==> src/rtl/id_issue_ctrl_if.sv <==
// Decode-slot bundle between the uop FIFO heads and the issue controller.
// The decoder side is master; the controller side is slave and returns read_en.
interface id_issue_ctrl_if;
    logic       valid0, valid1;
    logic [1:0] cls0, cls1;
    logic       wr0, wr1;
    logic       use_j0, use_k0, use_j1, use_k1;
    logic [4:0] rd0, rj0, rk0, rd1, rj1, rk1;
    logic [6:0] exc0, exc1;
    logic [1:0] read_en;
    logic       issue0, issue1;

    modport master (
        output valid0, valid1, cls0, cls1, wr0, wr1,
               use_j0, use_k0, use_j1, use_k1,
               rd0, rj0, rk0, rd1, rj1, rk1, exc0, exc1,
        input  read_en, issue0, issue1
    );

    modport slave (
        input  valid0, valid1, cls0, cls1, wr0, wr1,
               use_j0, use_k0, use_j1, use_k1,
               rd0, rj0, rk0, rd1, rj1, rk1, exc0, exc1,
        output read_en, issue0, issue1
    );
endinterface

==> src/rtl/id_issue_ctrl.sv <==
// Dual-issue scheduler: pair hazards, long-latency register scoreboard, in-flight memory bound.
// Optional issue statistics counters are built when ISSUE_STAT_EN is defined.
module id_issue_ctrl #(
    parameter int unsigned MEM_MAX = 2,
    parameter int unsigned NREG    = 32
) (
    input  logic            clk,
    input  logic            rstn,
    input  logic            flush,
    input  logic            ex_ready,
    id_issue_ctrl_if.slave  dec,
    input  logic            wb_valid0,
    input  logic            wb_valid1,
    input  logic [4:0]      wb_rd0,
    input  logic [4:0]      wb_rd1,
    input  logic [1:0]      mem_done,
    output logic [NREG-1:0] busy_vec
`ifdef ISSUE_STAT_EN
    ,
    output logic [31:0]     cnt_dual,
    output logic [31:0]     cnt_single,
    output logic [31:0]     cnt_stall
`endif
);

    typedef enum logic [1:0] {
        CLS_ALU    = 2'b00,
        CLS_MEM    = 2'b01,
        CLS_MULDIV = 2'b10,
        CLS_BRANCH = 2'b11
    } cls_e;

    localparam logic [2:0] MEM_LIMIT = 3'(MEM_MAX);

    logic [NREG-1:0] r_busy;
    logic [2:0]      r_mem_cnt;

    logic [NREG-1:0] w_wb_mask;
    logic [NREG-1:0] w_busy_eff;
    logic [NREG-1:0] w_set_mask;
    logic [2:0]      w_mem_cnt_eff;
    logic [2:0]      w_mem_iss;
    logic            w_mem_room;
    logic            w_sb0, w_sb1;
    logic            w_raw, w_waw, w_pair_cls;
    logic            w_ok0, w_ok1;

    function automatic logic sb_hit(input logic [NREG-1:0] be, input logic use_r,
                                    input logic [4:0] r);
        return use_r & be[r];
    endfunction

    function automatic logic long_lat(input logic [1:0] c);
        return (c == CLS_MEM) || (c == CLS_MULDIV);
    endfunction

    // Writebacks in the current cycle release their register for issue right away.
    always_comb begin
        w_wb_mask = '0;
        if (wb_valid0) w_wb_mask[wb_rd0] = 1'b1;
        if (wb_valid1) w_wb_mask[wb_rd1] = 1'b1;
        w_busy_eff    = r_busy & ~w_wb_mask;
        w_busy_eff[0] = 1'b0;
    end

    assign w_mem_cnt_eff = r_mem_cnt - {1'b0, mem_done};
    assign w_mem_room    = (w_mem_cnt_eff < MEM_LIMIT);

    assign w_sb0 = sb_hit(w_busy_eff, dec.use_j0, dec.rj0) |
                   sb_hit(w_busy_eff, dec.use_k0, dec.rk0) |
                   sb_hit(w_busy_eff, dec.wr0,    dec.rd0);
    assign w_sb1 = sb_hit(w_busy_eff, dec.use_j1, dec.rj1) |
                   sb_hit(w_busy_eff, dec.use_k1, dec.rk1) |
                   sb_hit(w_busy_eff, dec.wr1,    dec.rd1);

    assign w_raw = dec.wr0 && (dec.rd0 != 5'd0) &&
                   ((dec.use_j1 && (dec.rj1 == dec.rd0)) ||
                    (dec.use_k1 && (dec.rk1 == dec.rd0)));
    assign w_waw = dec.wr0 && dec.wr1 && (dec.rd0 == dec.rd1) && (dec.rd0 != 5'd0);
    assign w_pair_cls = (dec.cls0 == dec.cls1) && long_lat(dec.cls0);

    always_comb begin
        w_ok0 = rstn && dec.valid0 && ex_ready && !flush && !w_sb0 &&
                ((dec.cls0 != CLS_MEM) || w_mem_room);
        w_ok1 = w_ok0 && dec.valid1 &&
                (dec.exc0 == 7'd0) && (dec.exc1 == 7'd0) &&
                (dec.cls0 != CLS_BRANCH) && !w_pair_cls &&
                !w_raw && !w_waw && !w_sb1 &&
                ((dec.cls1 != CLS_MEM) || w_mem_room);
    end

    assign dec.read_en = {w_ok1, w_ok0};
    assign dec.issue0  = w_ok0;
    assign dec.issue1  = w_ok1;

    always_comb begin
        w_set_mask = '0;
        if (w_ok0 && dec.wr0 && (dec.rd0 != 5'd0) && long_lat(dec.cls0))
            w_set_mask[dec.rd0] = 1'b1;
        if (w_ok1 && dec.wr1 && (dec.rd1 != 5'd0) && long_lat(dec.cls1))
            w_set_mask[dec.rd1] = 1'b1;
    end

    // At most one memory uop issues per cycle since a mem/mem pair never dual-issues.
    assign w_mem_iss = 3'(w_ok0 && (dec.cls0 == CLS_MEM)) +
                       3'(w_ok1 && (dec.cls1 == CLS_MEM));

    always_ff @(posedge clk) begin
        if (!rstn || flush) begin
            r_busy    <= '0;
            r_mem_cnt <= '0;
        end else begin
            r_busy    <= w_busy_eff | w_set_mask;
            r_mem_cnt <= w_mem_cnt_eff + w_mem_iss;
        end
    end

    assign busy_vec = r_busy;

    a_mem_no_underflow: assert property (
        @(posedge clk) disable iff (!rstn || flush) ({1'b0, mem_done} <= r_mem_cnt)
    );

`ifdef ISSUE_STAT_EN
    logic [31:0] r_cnt_dual, r_cnt_single, r_cnt_stall;

    always_ff @(posedge clk) begin
        if (!rstn) begin
            r_cnt_dual   <= '0;
            r_cnt_single <= '0;
            r_cnt_stall  <= '0;
        end else if (!flush && dec.valid0) begin
            case ({w_ok1, w_ok0})
                2'b11:   r_cnt_dual   <= r_cnt_dual + 32'd1;
                2'b01:   r_cnt_single <= r_cnt_single + 32'd1;
                default: r_cnt_stall  <= r_cnt_stall + 32'd1;
            endcase
        end
    end

    assign cnt_dual   = r_cnt_dual;
    assign cnt_single = r_cnt_single;
    assign cnt_stall  = r_cnt_stall;
`endif

endmodule

==> src/flat_wrapper.sv <==
// flat-port wrapper written by rule: the top's interface ports become plain ports
module id_issue_ctrl_flat 
#(
    parameter int unsigned MEM_MAX = 2,
    parameter int unsigned NREG    = 32
)
  (clk, rstn, flush, ex_ready, wb_valid0, wb_valid1, wb_rd0, wb_rd1, mem_done, busy_vec, dec_valid0, dec_valid1, dec_cls0, dec_cls1, dec_wr0, dec_wr1, dec_use_j0, dec_use_k0, dec_use_j1, dec_use_k1, dec_rd0, dec_rj0, dec_rk0, dec_rd1, dec_rj1, dec_rk1, dec_exc0, dec_exc1, dec_read_en, dec_issue0, dec_issue1);
  id_issue_ctrl_if dec_i ();
  input  logic clk;
  input  logic rstn;
  input  logic flush;
  input  logic ex_ready;
  input  logic wb_valid0;
  input  logic wb_valid1;
  input  logic [4:0] wb_rd0;
  input  logic [4:0] wb_rd1;
  input  logic [1:0] mem_done;
  output logic [NREG-1:0] busy_vec;
  input wire logic [$bits(dec_i.valid0)-1:0] dec_valid0;
  input wire logic [$bits(dec_i.valid1)-1:0] dec_valid1;
  input wire logic [$bits(dec_i.cls0)-1:0] dec_cls0;
  input wire logic [$bits(dec_i.cls1)-1:0] dec_cls1;
  input wire logic [$bits(dec_i.wr0)-1:0] dec_wr0;
  input wire logic [$bits(dec_i.wr1)-1:0] dec_wr1;
  input wire logic [$bits(dec_i.use_j0)-1:0] dec_use_j0;
  input wire logic [$bits(dec_i.use_k0)-1:0] dec_use_k0;
  input wire logic [$bits(dec_i.use_j1)-1:0] dec_use_j1;
  input wire logic [$bits(dec_i.use_k1)-1:0] dec_use_k1;
  input wire logic [$bits(dec_i.rd0)-1:0] dec_rd0;
  input wire logic [$bits(dec_i.rj0)-1:0] dec_rj0;
  input wire logic [$bits(dec_i.rk0)-1:0] dec_rk0;
  input wire logic [$bits(dec_i.rd1)-1:0] dec_rd1;
  input wire logic [$bits(dec_i.rj1)-1:0] dec_rj1;
  input wire logic [$bits(dec_i.rk1)-1:0] dec_rk1;
  input wire logic [$bits(dec_i.exc0)-1:0] dec_exc0;
  input wire logic [$bits(dec_i.exc1)-1:0] dec_exc1;
  output wire logic [$bits(dec_i.read_en)-1:0] dec_read_en;
  output wire logic [$bits(dec_i.issue0)-1:0] dec_issue0;
  output wire logic [$bits(dec_i.issue1)-1:0] dec_issue1;
  assign dec_i.valid0 = dec_valid0;
  assign dec_i.valid1 = dec_valid1;
  assign dec_i.cls0 = dec_cls0;
  assign dec_i.cls1 = dec_cls1;
  assign dec_i.wr0 = dec_wr0;
  assign dec_i.wr1 = dec_wr1;
  assign dec_i.use_j0 = dec_use_j0;
  assign dec_i.use_k0 = dec_use_k0;
  assign dec_i.use_j1 = dec_use_j1;
  assign dec_i.use_k1 = dec_use_k1;
  assign dec_i.rd0 = dec_rd0;
  assign dec_i.rj0 = dec_rj0;
  assign dec_i.rk0 = dec_rk0;
  assign dec_i.rd1 = dec_rd1;
  assign dec_i.rj1 = dec_rj1;
  assign dec_i.rk1 = dec_rk1;
  assign dec_i.exc0 = dec_exc0;
  assign dec_i.exc1 = dec_exc1;
  assign dec_read_en = dec_i.read_en;
  assign dec_issue0 = dec_i.issue0;
  assign dec_issue1 = dec_i.issue1;
  id_issue_ctrl #(.MEM_MAX(MEM_MAX), .NREG(NREG)) u_core (.clk(clk), .rstn(rstn), .flush(flush), .ex_ready(ex_ready), .dec(dec_i), .wb_valid0(wb_valid0), .wb_valid1(wb_valid1), .wb_rd0(wb_rd0), .wb_rd1(wb_rd1), .mem_done(mem_done), .busy_vec(busy_vec));
endmodule
==> config.mk <==
export PLATFORM = sky130hd
export DESIGN_NAME = id_issue_ctrl_flat
export DESIGN_NICKNAME = d
export VERILOG_FILES = /design/src/rtl/id_issue_ctrl_if.sv /design/src/rtl/id_issue_ctrl.sv /design/src/flat_wrapper.sv
export SDC_FILE = /design/constraint.sdc
export NUM_CORES = 1
export LEC_CHECK = 0
export ABC_AREA = 0
export BUFFER_PORTS_ARGS = -buffer_cell sky130_fd_sc_hd__buf_4
export CAP_MARGIN = 20
export CORE_ASPECT_RATIO = 1.75
export CORE_MARGIN = 4
export CORE_UTILIZATION = 55
export CTS_CLUSTER_SIZE = 30
export DETAILED_ROUTE_END_ITERATION = 16
export GPL_TIMING_DRIVEN = 1
export HOLD_SLACK_MARGIN = 0.05
export PLACE_DENSITY_LB_ADDON = 0.12
export SLEW_MARGIN = 20
export SYNTH_ARGS = -nofsm -noshare
export SYNTH_HDL_FRONTEND = slang
export SYNTH_SLANG_ARGS = --single-unit
export TNS_END_PERCENT = 1
==> constraint.sdc <==
create_clock -name clk -period 12.9 [get_ports clk]
set_input_delay 2.58 -clock clk [delete_from_list [all_inputs] [get_ports clk]]
set_output_delay 2.58 -clock clk [all_outputs]
set_load 0.01 [all_outputs]
==> results_dict.tcl <==
set metrics [dict create \
    n_antenna_cell 0 \
    path_clk_slew_ps 50 \
    outcome "finished, final reports clean" \
    areaGrowthSynthToFinish_pct 18.9 \
    num_rows 45 \
    cts_repair_resize_count 0 \
    intPower_uw 241 \
    clk_path_buf_depth 2 \
    cts_tree "done" \
    yosysWarnings 0 \
    pwr-share-comb_pct 31.9 \
    drv_slew 0 \
    grt_max_degree 36 \
    synthArstFlopShare_pct 0 \
    syn_area_um2 4970 \
    ys_types 78 \
    cts_setup_buffers 0 \
    finalHoldViolCount 0 \
    place.gp.congestion 1.10 \
    power_density_nw_per_um2 60.8 \
    switching_power_uw 118 \
    vias 6712 \
    p_leak_uw 0.00205 \
    port_buffers 109 \
    synth_top_area_share_pct 14.1 \
    holdWs_ps 689 \
    fin_tns_setup_ps 0 \
    initial_core_util_pct 56.9 \
    grt_busiest_layer "met2" \
    ys_top_cells_by_area "dfxtp_1 (14%), nor2_1 (6.0%), o221ai_1 (4.9%), mux2i_1 (4.2%), xor2_1 (3.3%)" \
    maxCapViolations 0 \
    synth_xor_area_share_pct 4.41 \
    synth_top_area_cell "dfxtp_1" \
    avgRoutedWirePerCell_um 28.6 \
    root_buffer "clkbuf_16" \
    grt_usage_pct 45.4 \
    grt_use_met3_pct 15.2 \
    die-width_um 79.8 \
    synth_edf_count 0 \
    overflow 0 \
    syn_nets 767 \
    seq_power_share_pct 30.5 \
    synth_adder_area_share_pct 2.32 \
    postSynthAreaPerCell_um2 7.25 \
    period_minus_slack_ps 9610 \
    path_class "in -> out" \
    synth_top_family_by_area "simple AND/OR/NAND/NOR gates" \
    met2_usage_pct 71.0 \
    layout_commonest_cell "buf_4" \
    critPathRequiredTime_ps 10320 \
    ys_seq_elements 35 \
    swShare_pct 32.8 \
    cp.arrival_ps 7030 \
    use_met1_pct 48.5 \
    clk-insertion-delay-late_ps 280 \
    cts_buffers 5 \
    post-route-drc-count 0 \
    slew_headroom_pct 18.4 \
    p_clk_share_pct 37.6 \
    drive_gt1_share_pct 23.2 \
    synth_compound_area_share_pct 29.8 \
    num-nets-final 832 \
    tightest_slew_ps 1220 \
    setup_viol 0 \
    dieArea_um2 10700 \
    hold_buffers 0 \
    period_share_pct 74.5 \
    drtIter0Drc 1375 \
    h-tree-depth 2 \
    clock_skew_ps 2.88 \
    vdd_drop_max_mv 0.119 \
    setup_ws_ps 3290 \
    crit_path_start_kind "input pin" \
    antenna_found_initial 0 \
    max_freq_mhz 104 \
    cp-end-kind "output pin" \
    postRouteAntennaNets 0 \
    design.core.area_um2 8730 \
    hpwl_mm 18.6 \
    grt_setup_unrepaired "no" \
    yosysSeqAreaShare_pct 14.1 \
    hp-class "reg -> reg" \
    post-place-ws_ps 3700 \
    synthSimpleGateAreaFrac_pct 35.8 \
    grt_pass1_wl_mm 37.0 \
    die_y_um 134 \
    first_pass_iters 7 \
    ios 110 \
    wirelength_mm 24.8 \
    syn_inst 685 \
    avgViaCountPerCell 7.74 \
    yosys-mux-area-fraction_pct 6.72 \
    grt_pass1_vias 6514 \
    synth-main-ff-cell "dfxtp_1" \
    clock-sinks 35 \
    path_max_fanout 17 \
    most-common-layout-cells "buf_4 (120), nor2_1 (79), dfxtp_1 (35)" \
]
-- worst paths after layout --
path                                  start                        endpoint  slack, ps  depth (start not counted)
max                               wb_rd1[2]                  dec_read_en[1]       3290                         10
min          u_core.r_mem_cnt[2]$_SDFF_PP0_  u_core.r_mem_cnt[2]$_SDFF_PP0_        690                          3
max reg2reg  u_core.r_mem_cnt[0]$_SDFF_PP0_  u_core.r_mem_cnt[2]$_SDFF_PP0_       8130                         17
min reg2reg  u_core.r_mem_cnt[2]$_SDFF_PP0_  u_core.r_mem_cnt[2]$_SDFF_PP0_        690                          3
-- cell families after synthesis --
family / count (synthesis)
XOR/XNOR: 25
adder cells (fa/ha/maj): 8
multiplexers: 30
buffers and inverters: 79
AND/OR/NAND/NOR: 301
AO/OA/AOI/OAI: 206
flip-flops: 35
other: 1
-- state kept, by name, summed over array words and instances, names as in the netlist --
name / cells
u_core.busy_vec: 32
u_core.r_mem_cnt: 3
-- worst max-delay path: stages --
cell       delay, ps
buf_4            140
nand4bb_1        390
o221ai_1        1070
o21ai_0          300
o311ai_0         460
nor4_1           120
or4b_1           830
nor3_4           730
and2_1           260
buf_4            130
-- synth_stat cells (14+ instances only) --
library cell / number
nor2_1: 79
clkbuf_1: 39
dfxtp_1: 35
nand2_1: 34
o21ai_1: 33
o221ai_1: 28
nand3_1: 27
nor3_1: 27
a21oi_1: 23
mux2i_1: 21
xor2_1: 19
buf_2: 17
inv_1: 17
nand2b_1: 16
nor4_1: 15
o21ai_0: 15
a31oi_1: 14
nand4_1: 14
-- final cells by class --
class	instances	area, um^2
inverters	17	63.8
well taps	117	146
multi-input cells	571	3940
clock buffers	6	129
fillers	765	2820
repair buffers	120	901
clock inverters	1	30.0
flip-flops and latches	35	701
-- stage by stage --
stage,cell area (um^2),cells,total power (uW),utilization [%]
2_1_floorplan,4970,685,182,-
3_3_place_gp,5740,860,218,65.8
3_5_place_dp,5740,860,221,65.8
4_1_cts,5900,867,352,67.6
5_1_grt,5910,867,369,67.7
6_report,5910,867,359,67.7
-- power groups by stage --
stage / Clock (uW) / Sequential, uW / Combinational (uW)
6_report: 135 / 109 / 115
5_1_grt: 139 / 109 / 120
4_1_cts: 133 / 109 / 109
3_5_place_dp: 0 / 112 / 109
3_3_place_gp: 0 / 112 / 106
2_1_floorplan: 0 / 112 / 70.4
-- layer usage --
| layer | routed length (um) | vias up |
|---|---|---|
| met5 | 0 | - |
| met4 | 2960 | 0 |
| met3 | 3470 | 257 |
| met2 | 10900 | 685 |
| met1 | 7490 | 2991 |
| li1 | - | 2779 |
Note: power is estimated with default switching activity, not from simulation.
